$ cat src/rtl/bcd_pkg.sv
// Shared definitions for the BCD complementer family: FSM state encoding,
// the BCD digit limit and the complement-mode encoding.
package bcd_pkg;

  typedef enum logic [1:0] {
    ST_IDLE = 2'd0,
    ST_RUN  = 2'd1,
    ST_DONE = 2'd2
  } state_e;

  localparam logic [3:0] BCD_NINE = 4'd9;

  localparam logic MODE_C9  = 1'b0;
  localparam logic MODE_C10 = 1'b1;

endpackage

$ cat src/rtl/bcd_digit_comp.sv
// Single-digit BCD complement cell: 9 - d plus an incoming carry that is only
// honoured in 10's-complement mode. Non-BCD digits give 0 and kill the carry.
module bcd_digit_comp
  import bcd_pkg::*;
(
  input  logic [3:0] d,
  input  logic       cin,
  input  logic       mode,
  output logic [3:0] q,
  output logic       cout,
  output logic       bad
);

  logic       c_eff;
  logic [3:0] sum;

  // Complement one digit and resolve the decimal carry
  always_comb begin
    bad   = (d > BCD_NINE);
    c_eff = (mode == MODE_C10) ? cin : 1'b0;
    // 9 - d is at most 9 for a valid digit, so sum fits in 4 bits (max 10)
    sum   = (BCD_NINE - d) + {3'b000, c_eff};
    q     = sum;
    cout  = 1'b0;
    if (bad) begin
      q    = 4'd0;
      cout = 1'b0;
    end else if (sum == 4'd10) begin
      q    = 4'd0;
      cout = 1'b1;
    end
  end

endmodule

$ cat src/rtl/bcd_comp_serial.sv
// Digit-serial BCD 9's/10's complementer. One digit per clock, LSD first;
// results enter at the MSD end of the result register so that after DIGITS
// shifts the result sits in packed order. Valid/ready on both sides.
module bcd_comp_serial
  import bcd_pkg::*;
#(
  parameter  int DIGITS = 4,
  localparam int CNT_W  = $clog2(DIGITS + 1)
) (
  input  logic                  clk,
  input  logic                  rst_n,
  input  logic                  in_valid,
  output logic                  in_ready,
  input  logic [4*DIGITS-1:0]   in_data,
  input  logic                  in_mode,
  output logic                  out_valid,
  input  logic                  out_ready,
  output logic [4*DIGITS-1:0]   out_data,
  output logic                  out_err,
  output logic                  out_cout
);

  localparam int W = 4 * DIGITS;

  state_e           state_q, state_d;
  logic [W-1:0]     sh_q, sh_d;
  logic [W-1:0]     res_q, res_d;
  logic             carry_q, carry_d;
  logic             err_q, err_d;
  logic             mode_q, mode_d;
  logic [CNT_W-1:0] cnt_q, cnt_d;

  logic [3:0]       dig_q;
  logic             dig_cout;
  logic             dig_bad;
  logic             last_digit;

  bcd_digit_comp u_digit (
    .d    (sh_q[3:0]),
    .cin  (carry_q),
    .mode (mode_q),
    .q    (dig_q),
    .cout (dig_cout),
    .bad  (dig_bad)
  );

  assign last_digit = (cnt_q == CNT_W'(DIGITS - 1));

  // State register
  always_ff @(posedge clk or negedge rst_n) begin
    if (!rst_n) begin
      state_q <= ST_IDLE;
    end else begin
      state_q <= state_d;
    end
  end

  // Next-state logic
  always_comb begin
    state_d = state_q;
    case (state_q)
      ST_IDLE: if (in_valid)   state_d = ST_RUN;
      ST_RUN:  if (last_digit) state_d = ST_DONE;
      ST_DONE: if (out_ready)  state_d = ST_IDLE;
      default:                 state_d = ST_IDLE;
    endcase
  end

  // Handshake outputs decoded from the state
  always_comb begin
    in_ready  = (state_q == ST_IDLE);
    out_valid = (state_q == ST_DONE);
  end

  // Datapath next-state: load on accept, shift one digit per RUN cycle
  always_comb begin
    sh_d    = sh_q;
    res_d   = res_q;
    carry_d = carry_q;
    err_d   = err_q;
    mode_d  = mode_q;
    cnt_d   = cnt_q;
    if (state_q == ST_IDLE && in_valid) begin
      sh_d    = in_data;
      mode_d  = in_mode;
      carry_d = in_mode;   // 10's complement = 9's complement + 1 at the LSD
      err_d   = 1'b0;
      cnt_d   = '0;
    end else if (state_q == ST_RUN) begin
      sh_d    = sh_q >> 4;
      res_d   = (res_q >> 4) | (W'(dig_q) << (W - 4));
      carry_d = dig_cout;
      err_d   = err_q | dig_bad;
      cnt_d   = cnt_q + CNT_W'(1);
    end
  end

  // Datapath registers
  always_ff @(posedge clk or negedge rst_n) begin
    if (!rst_n) begin
      sh_q    <= '0;
      res_q   <= '0;
      carry_q <= 1'b0;
      err_q   <= 1'b0;
      mode_q  <= MODE_C9;
      cnt_q   <= '0;
    end else begin
      sh_q    <= sh_d;
      res_q   <= res_d;
      carry_q <= carry_d;
      err_q   <= err_d;
      mode_q  <= mode_d;
      cnt_q   <= cnt_d;
    end
  end

  assign out_data = res_q;
  assign out_err  = err_q;
  assign out_cout = carry_q;

endmodule

$ cat config.mk
export PLATFORM = sky130hd
export DESIGN_NAME = bcd_comp_serial
export DESIGN_NICKNAME = d
export VERILOG_FILES = /design/src/rtl/bcd_pkg.sv /design/src/rtl/bcd_digit_comp.sv /design/src/rtl/bcd_comp_serial.sv
export SDC_FILE = /design/constraint.sdc
export NUM_CORES = 1
export LEC_CHECK = 0
export ABC_AREA = 1
export CAP_MARGIN = 20
export CORE_MARGIN = 3
export CORE_UTILIZATION = 50
export DETAILED_ROUTE_END_ITERATION = 6
export HOLD_SLACK_MARGIN = 0.02
export PLACE_DENSITY = 0.8
export REMOVE_ABC_BUFFERS = 1
export SYNTH_ARGS = -nofsm -noshare
export SYNTH_HDL_FRONTEND = slang
export SYNTH_SLANG_ARGS = --single-unit
export TNS_END_PERCENT = 10
$ cat constraint.sdc
create_clock -name clk -period 2.4 [get_ports clk]
set_input_delay 0.48 -clock clk [delete_from_list [all_inputs] [get_ports clk]]
set_output_delay 0.48 -clock clk [all_outputs]
set_load 0.01 [all_outputs]
# [Word level (Yosys, flattened, before mapping)]
# Cells that the tools add are included.
[word_totals] word_cells=43 in_bits=21 register_bits=40
[op_classes] reduce_logical=5 n_bitwise=3 magnitude_cmp=1 muxes=17 addsub=3 n_eq_ne=7
[op_table] op="$mux 16" count=2
[op_table] op="$or 12x16->16" count=1
[op_table] op="$mux 4" count=2
[op_table] op="$mux 1" count=7
[op_table] op="$mux 2" count=3
[op_table] op="$mux 3" count=2
[op_table] op="$pmux 2 s3" count=1
[op_table] op="$add 4x1->4" count=1
[op_table] op="$eq 4x4->1 const B" count=1
[op_table] op="$gt 4x4->1 const B" count=1
[op_table] op="$ne 2x2->1 const B" count=2
[op_table] op="$sub 4x4->4 const A" count=1
[op_table] op="$add 3x1->3 const B" count=1
[op_table] op="$eq 3x2->1 const B" count=1
[op_table] op="$reduce_and 3->1" count=1
[op_table] op="$eq 2x1->1 const B" count=1
[op_table] op="$eq 2x2->1 const B" count=1
[op_table] op="$logic_not 2->1" count=1
[op_table] op="$ne 2x1->1 const B" count=1
[op_table] op="$reduce_and 2->1" count=1
[op_table] op="$reduce_bool 2->1" count=1
[op_table] op="$logic_and 1x1->1" count=1
[op_table] op="$not 1->1" count=1
[op_table] op="$or 1x1->1" count=1

# [Longest topological paths before layout]
# Gate-level depths: netlist of the first run.
[logic_depth] ltp_word=7 depth_mapped=12 depth_no_buf=12

# [Modules after synthesis]
# Synthesis of the first run repeated with hierarchy kept, for this count alone.
[unflattened] cells_unflattened=210 hier_area_um2=1780.5
[by_module_without_submodules] mod="bcd_comp_serial" cells_each=182 area_per_inst_um2=1632.8 seq_area_each_um2=1001.0 n_inst=1
[by_module_without_submodules] mod="bcd_digit_comp" cells_each=28 area_per_inst_um2=147.6 seq_area_each_um2=0.0 n_inst=1

# [Worst setup path after synthesis of the first run]
# OpenSTA, ideal clock, no wires.
[synth_timing] path_type="register to register" from="register carry_q (netlist: out_cout)" to="register res_q[13] (netlist: out_data[13])" t_arrival_ns=1.559 path_slack_ns=0.724 setup_time_ns=0.116 path_buffers=0 stages_incl_launch_ff=11 cell_sequence="dfrtp_1 > nand2_1 > inv_1 > ha_1 > inv_1 > ha_1 > or2_2 > nor2_1 > nand3_1 > nand2_1 > nand2_1"
[synth_between] elab_chain_cells=6
[synth_lines] item="start, declared" line_no="bcd_comp_serial.sv:28" source="logic carry_q, carry_d;"
[synth_lines] item="start signal, assigned" line_no="bcd_comp_serial.sv:110" source="carry_q <= carry_d;"
[synth_lines] item="$mux 1 *" line_no="bcd_digit_comp.sv:20" source="c_eff = (mode == MODE_C10) ? cin : 1'b0;"
[synth_lines] item="$add 4x1->4 *" line_no="bcd_digit_comp.sv:22" source="sum = (BCD_NINE - d) + {3'b000, c_eff};"
[synth_lines] item="$eq 4x4->1" line_no="bcd_digit_comp.sv:28" source="end else if (sum == 4'd10) begin"
[synth_lines] item="$mux 4 *" line_no="bcd_digit_comp.sv:28"
[synth_lines] item="$mux 4 *" line_no="bcd_digit_comp.sv:25" source="if (bad) begin"
[synth_lines] item="$or 12x16->16 *" line_no="bcd_comp_serial.sv:91" source="res_d = (res_q >> 4) | (W'(dig_q) << (W - 4));"
[synth_lines] item="end signal, assigned" line_no="bcd_comp_serial.sv:109" source="res_q <= res_d;"
[synth_lines] item="end, declared" line_no="bcd_comp_serial.sv:27" source="logic [W-1:0] res_q, res_d;"
# Every way passes the cells marked *; elsewhere a longest branch is shown, timed or not.
# A chain may end at the register's enable or synchronous reset.

# [Worst setup path in the final report of the first run]
[layout_timing] from="register state_q[0]" to="output port in_ready"
[layout_between] elab_chain_cells=1
[layout_lines] item="start, declared" line_no="bcd_comp_serial.sv:25" source="state_e state_q, state_d;"
[layout_lines] item="start signal, assigned" line_no="bcd_comp_serial.sv:54" source="state_q <= state_d;"
[layout_lines] item="$logic_not 2->1" line_no="bcd_comp_serial.sv:71" source="in_ready = (state_q == ST_IDLE);"
[layout_lines] item="end, declared" line_no="bcd_comp_serial.sv:13" source="output logic in_ready,"
# No other way between the ends.

==> impl_metrics.tcl, run 1 <==
set metrics [dict create \
    vias_per_cell 5.15 \
    cts_tree "yes" \
    coreArea_um2 3180 \
    setup_tns_ns 0 \
    rsz0062_at_grt "false" \
    finalSetupViolations 0 \
    fillers 275 \
    row_count 20 \
    avgSynthCellArea_um2 9.13 \
    htreeDepth 2 \
    overflow 0 \
    n_antenna_cell 0 \
    cts_setup_buffers 0 \
    cts_resized 0 \
    cp_data_required_time_ns 1.92 \
    final_max_slew_viol_count 0 \
    hold_path_class "in2async" \
    final.period_utilization 0.818 \
    worstMarginPinSlew_ns 0.846 \
    grt_max_degree 41 \
    p_per_area_nw_per_um2 1210 \
    fp.dieH_um 64.9 \
    synth_ff_type "dfrtp_1" \
    synthArstFlopShare 1.00 \
    clock_latency_ns 0.34 \
    clkPwrFrac 0.130 \
    antenna_found_initial 0 \
    seqPwrFrac 0.411 \
    fin_worst_skew_ns 0.00752 \
    pin_count 41 \
    syn_inst 190 \
    cp-start-kind "register" \
    syn2layout_area_growth_pct 27.7 \
    r2r_slack_ns 0.59 \
    wl_per_cell_um 12.3 \
    remaining_drc_errors 0 \
    routed_wl_um 3430 \
    hold_buffers 0 \
    gp_congestion 0.802 \
    synth-seq-area-share 0.577 \
    endpoint "in_ready" \
    maxSlewHeadroom 0.436 \
    worstReg2RegStart "out_cout$_DFFE_PN0P_" \
    rr_worst_depth 10 \
    hpwl_um 2500 \
    drt_iter0_drc 57 \
    portBuffers 40 \
    synth.distinct_cells 19 \
    cts_made_buffers 5 \
    clockBufferDepth 2 \
    die_x_um 64.9 \
    grt_pass1_vias 1406 \
    end_kind "output pin" \
    ys_seq_elements 40 \
    crit_fanout 5 \
    max_freq_mhz 509 \
    start_util 0.546 \
    combPwrFrac 0.460 \
    path_class "reg2out" \
    ant_nets 0 \
    p_leak_nw 1.04 \
    p_switching_mw 1.05 \
    syn-cell-area_um2 1730 \
    cap_violations 0 \
    worstPathArrival_ns 1.48 \
    peakVddDrop_uv 639 \
    die_area_um2 4210 \
    grt_pass1_wl_um 5970 \
    swShare 0.391 \
    drt-pass1-iter-count 4 \
    gr-usage-all-layers 0.186 \
    crit_start "state_q[0]$_DFFE_PN0P_" \
    vias 1433 \
    cts_root_buffer "clkbuf_4" \
    synth_edf_count 0 \
    fin_nets 258 \
    clkSinkCount 40 \
    synth.yosys.warnings 0 \
    clk_pin_slew_ns 0.11 \
    final_layout_size_suffix_gt1_frac 0.0641 \
    power_mw 2.69 \
    hold_viol 0 \
    fin_crit_ns 1.96 \
    p_int_mw 1.64 \
    timing.hold.ws_ns 0.235 \
    status "complete, no violations" \
    worst_r2r_endpoint "out_data[13]$_DFFE_PN0P_" \
]
==> worst max-delay path, cell delays in order (launching register included) <==
cell	delay (ns)
dfrtp_1	0.44
nor2_2	0.15
clkdlybuf4s50_1	0.56
==> placed cells by master (no fill, tap or decap) <==
cell type,netlist,layout
nand2_1,64,64
inv_1,24,24
nor2_2,1,1
o22ai_1,2,2
clkbuf_1,0,2
nand2_2,2,2
nand3_1,6,6
clkbuf_4,0,5
buf_2,2,1
a22o_1,5,5
inv_2,2,2
nor2_1,4,4
o21ai_0,16,16
ha_1,4,4
dfrtp_1,40,40
or2_2,1,1
clkbuf_8,0,1
buf_4,3,2
o31ai_1,1,1
o211ai_1,11,11
o21ai_1,1,1
clkdlybuf4s50_1,0,39
==> per-layer routing <==
metal,vias to the layer above,wire length [um],track usage
met5,-,0,0
met4,0,163,0.121
met3,16,222,0.0433
met2,66,1550,0.312
met1,653,1490,0.212
li1,698,-,-
==> power by group through the flow <==
stage	clock network [mW]	logic, mW	registers (mW)
floorplan	0	0.657	1.15
global placement	0	1.20	1.10
detailed placement	0	1.24	1.12
CTS	0.361	1.24	1.10
global route	0.396	1.39	1.14
finish	0.348	1.23	1.10
==> final cells by class <==
type	count	area, um^2	area share
inverters	26	97.6	0.0441
flip-flops and latches	40	1000	0.452
multi-input cells	118	592	0.267
well taps	44	55.1	0.0249
repair buffers	42	410	0.185
clock buffers	8	58.8	0.0266
==> state kept, by name (all words and copies together) (netlist names) <==
register / flops
mode_q: 1
state_q: 2
out_data: 16
out_err: 1
sh_q: 16
out_cout: 1
cnt_q: 3
==> cells in the mapped netlist, types with 3 or more instances <==
| cell type | instances | share of area |
|---|---|---|
| ha_1 | 4 | 0.029 |
| nor2_1 | 4 | 0.0087 |
| inv_1 | 24 | 0.052 |
| nand2_1 | 64 | 0.14 |
| o211ai_1 | 11 | 0.048 |
| o21ai_0 | 16 | 0.046 |
| buf_4 | 3 | 0.013 |
| dfrtp_1 | 40 | 0.58 |
| a22o_1 | 5 | 0.025 |
| nand3_1 | 6 | 0.017 |
==> cell families after synthesis <==
logic type      after synthesis  share of synthesized area
simple gates                 78                      0.179
flops                        40                      0.577
compound gates               36                      0.133
buf+inv                      32                     0.0815
fa+ha+maj                     4                     0.0289
==> worst min-delay path by stage <==
stage                            start  slack [ns]                       end
5_1_grt                          rst_n        0.29   out_data[4]$_DFFE_PN0P_
3_5_place_dp   out_data[2]$_DFFE_PN0P_        0.47   out_data[2]$_DFFE_PN0P_
6_report                         rst_n        0.24  out_data[15]$_DFFE_PN0P_
4_1_cts                          rst_n        0.26  out_data[11]$_DFFE_PN0P_
2_1_floorplan                    rst_n        0.18      cnt_q[0]$_DFFE_PN0P_
3_3_place_gp   out_data[1]$_DFFE_PN0P_        0.46   out_data[1]$_DFFE_PN0P_
==> metrics by stage <==
stage	utilization	cells	setup WS (ns)	cell area (um^2)
final	0.697	278	0.436	2210
after global routing	0.697	278	0.347	2210
after CTS	0.697	278	0.409	2210
after detailed placement	0.678	270	0.591	2160
after global placement	0.678	270	0.658	2160
after floorplan	-	184	0.724	1690
No activity file was read; power rests on OpenSTA's default activity.
==> run 2: changes to the inputs <==
--- a/config.mk
+++ b/config.mk
@@ -8,10 +8,10 @@
 export ABC_AREA = 1
 export CAP_MARGIN = 20
 export CORE_MARGIN = 3
-export CORE_UTILIZATION = 50
+export CORE_UTILIZATION = 44
 export DETAILED_ROUTE_END_ITERATION = 6
 export HOLD_SLACK_MARGIN = 0.02
-export PLACE_DENSITY = 0.8
+export PLACE_DENSITY = 0.75
 export REMOVE_ABC_BUFFERS = 1
 export SYNTH_ARGS = -nofsm -noshare
 export SYNTH_HDL_FRONTEND = slang
==> constraint.sdc (replaced) <==
create_clock -name clk -period 1.6 [get_ports clk]
set_input_delay 0.32 -clock clk [delete_from_list [all_inputs] [get_ports clk]]
set_output_delay 0.32 -clock clk [all_outputs]
set_load 0.01 [all_outputs]
==> run 2 against run 1 <==
- non-clock buffer count rose by 8
- worst setup slack got worse by 0.38 ns
- first-iteration DRC count rose by 67%
- clock skew fell by 0.0058 ns
- clock power rose by 94%
- flip-flop and latch count did not move
- register-to-register slack got worse by 0.52 ns
- combinational power rose by 63%
- wire length rose by 1.2%
- via count fell by 2.3%
- hold slack improved by 0.25 ns
- global-route usage fell by 1.6 points
==> impl_metrics.tcl, run 2 (synthesis gave the netlist of run 1 again) <==
set metrics [dict create \
    cts_root_buffer "clkbuf_8" \
    rsz0062_at_grt "true" \
    setup_tns_ns 0 \
    gr-usage-all-layers 0.170 \
    drt-pass1-iter-count 4 \
    status "complete, no violations" \
    final_layout_size_suffix_gt1_frac 0.112 \
    cp_cell_sequence "clkdlybuf4s50_1" \
    path_class "reg2out" \
    maxSlewHeadroom 0.824 \
    clockBufferDepth 2 \
    cts_made_buffers 5 \
    worstMarginPinSlew_ns 0.264 \
    vias 1400 \
    p_leak_nw 1.13 \
    path_buf_inv 1 \
    clkSinkCount 40 \
    ant_nets 0 \
    clock_latency_ns 0.29 \
    final_max_slew_viol_count 0 \
    portBuffers 40 \
    worst_path_dominant_cell_family "buffers and inverters" \
    end_kind "output pin" \
    start_util 0.463 \
    remaining_drc_errors 0 \
    multi_input_area_um2 622 \
    hpwl_um 2540 \
    htreeDepth 2 \
    n_antenna_cell 0 \
    max_stage_delay_ns 0.55 \
    power_mw 4.34 \
    final_cell_mix "nand2_1, dfrtp_1, clkdlybuf4s50_1, inv_1, o21ai_0" \
    hold_viol 0 \
    routed_wl_um 3470 \
    peakVddDrop_uv 842 \
    gp_congestion 0.796 \
    timing.final.ws_setup_ns 0.0515 \
    drt_iter0_drc 95 \
    p_per_area_nw_per_um2 1830 \
    final-instance-count-excl-fill 290 \
    grt_max_degree 41 \
    final_cell_area_um2 2370 \
    pin_count 41 \
    grt_pass1_vias 1377 \
    worstPathArrival_ns 1.23 \
    dp_slack_ns -0.116 \
    final_common_cell "nand2_1" \
    fin_crit_ns 1.55 \
    fp.dieH_um 68.8 \
    fillers 363 \
    overflow 0 \
    grt_pass1_wl_um 5840 \
    finalSetupViolations 0 \
    die_area_um2 4730 \
    cap_violations 0 \
    coreArea_um2 3740 \
    row_count 22 \
    final.period_utilization 0.968 \
    fin_nets 266 \
    wl_per_cell_um 12.0 \
    max_freq_mhz 646 \
    clk_pin_slew_ns 0.07 \
    syn2layout_area_growth_pct 36.5 \
    hold_path_class "reg2reg" \
    crit_fanout 2 \
    cp-start-kind "register" \
    post_dp_cell_area_um2 2230 \
    cts_tree "yes" \
    die_x_um 68.8 \
    slowest_stage "clkdlybuf4s50_1" \
    antenna_found_initial 0 \
    vias_per_cell 4.83 \
    seqCellArea_um2 1000 \
    placedCellCount 280 \
    fin_worst_skew_ns 0.00174 \
    cp_data_required_time_ns 1.28 \
]
-- run 2: worst reg2reg max path, stage by stage (launching register included) --
cell     delay [ns]
dfrtp_1        0.38
nand2_1        0.06
inv_1          0.04
ha_2           0.17
inv_2          0.06
ha_4           0.19
or2_4          0.23
nor2_4         0.13
nand3_2        0.06
nand2_1        0.06
nand2_1        0.04
-- run 2: power breakdown --
| group | leakage (nW) | internal [mW] | total (mW) | switching (mW) |
|---|---|---|---|---|
| clock network | 0.0455 | 0.351 | 0.675 | 0.324 |
| registers | 0.515 | 1.42 | 1.65 | 0.233 |
| logic | 0.567 | 0.932 | 2.01 | 1.08 |
| total | 1.13 | 2.70 | 4.34 | 1.63 |
-- run 2: path summary, 6_finish.rpt --
check	end	slack [ns]	cells past startpoint	startpoint
min in group asynchronous	out_data[0]$_DFFE_PN0P_	0.52	3	rst_n
max in group asynchronous	cnt_q[0]$_DFFE_PN0P_	0.89	3	rst_n
worst min-delay path	out_data[3]$_DFFE_PN0P_	0.48	2	out_data[3]$_DFFE_PN0P_
worst min register to register	out_data[3]$_DFFE_PN0P_	0.48	2	out_data[3]$_DFFE_PN0P_
worst max register to register	out_data[13]$_DFFE_PN0P_	0.07	10	out_cout$_DFFE_PN0P_
worst max-delay path	out_data[12]	0.05	1	out_data[12]$_DFFE_PN0P_
-- run 2: metal layers --
metal / vias up / part of all wire / GRT usage
li1: 715 / - / -
met2: 36 / 0.47 / 0.287
met5: - / 0 / 0
met4: 0 / 0.014 / 0.0657
met1: 645 / 0.45 / 0.198
met3: 4 / 0.058 / 0.0600
-- run 2: cell type report --
class | instances | share of cell area
Sequential cell | 40 | 0.423
Multi-Input combinational cell | 118 | 0.263
Timing Repair Buffer | 50 | 0.210
Inverter | 26 | 0.0412
Clock buffer | 8 | 0.0381
Tap cell | 48 | 0.0254
-- run 2: timing repair --
item | in CTS | in global routing
cloned | 0 | 0
pin swaps | 1 | 3
hold buffers | 1 | 0
buffers inserted | 0 | 1
gates resized for setup | 6 | 5
setup endpoints to repair | 6 | 4
endpoints found under the hold margin | 40 | 0
-- run 2: per-stage QoR --
stage	hold WS [ns]	util
global route	0.505	0.632
finish	0.485	0.632
CTS	0.489	0.624
global placement	0.305	0.596
detailed placement	0.307	0.596
floorplan	0.0244	-
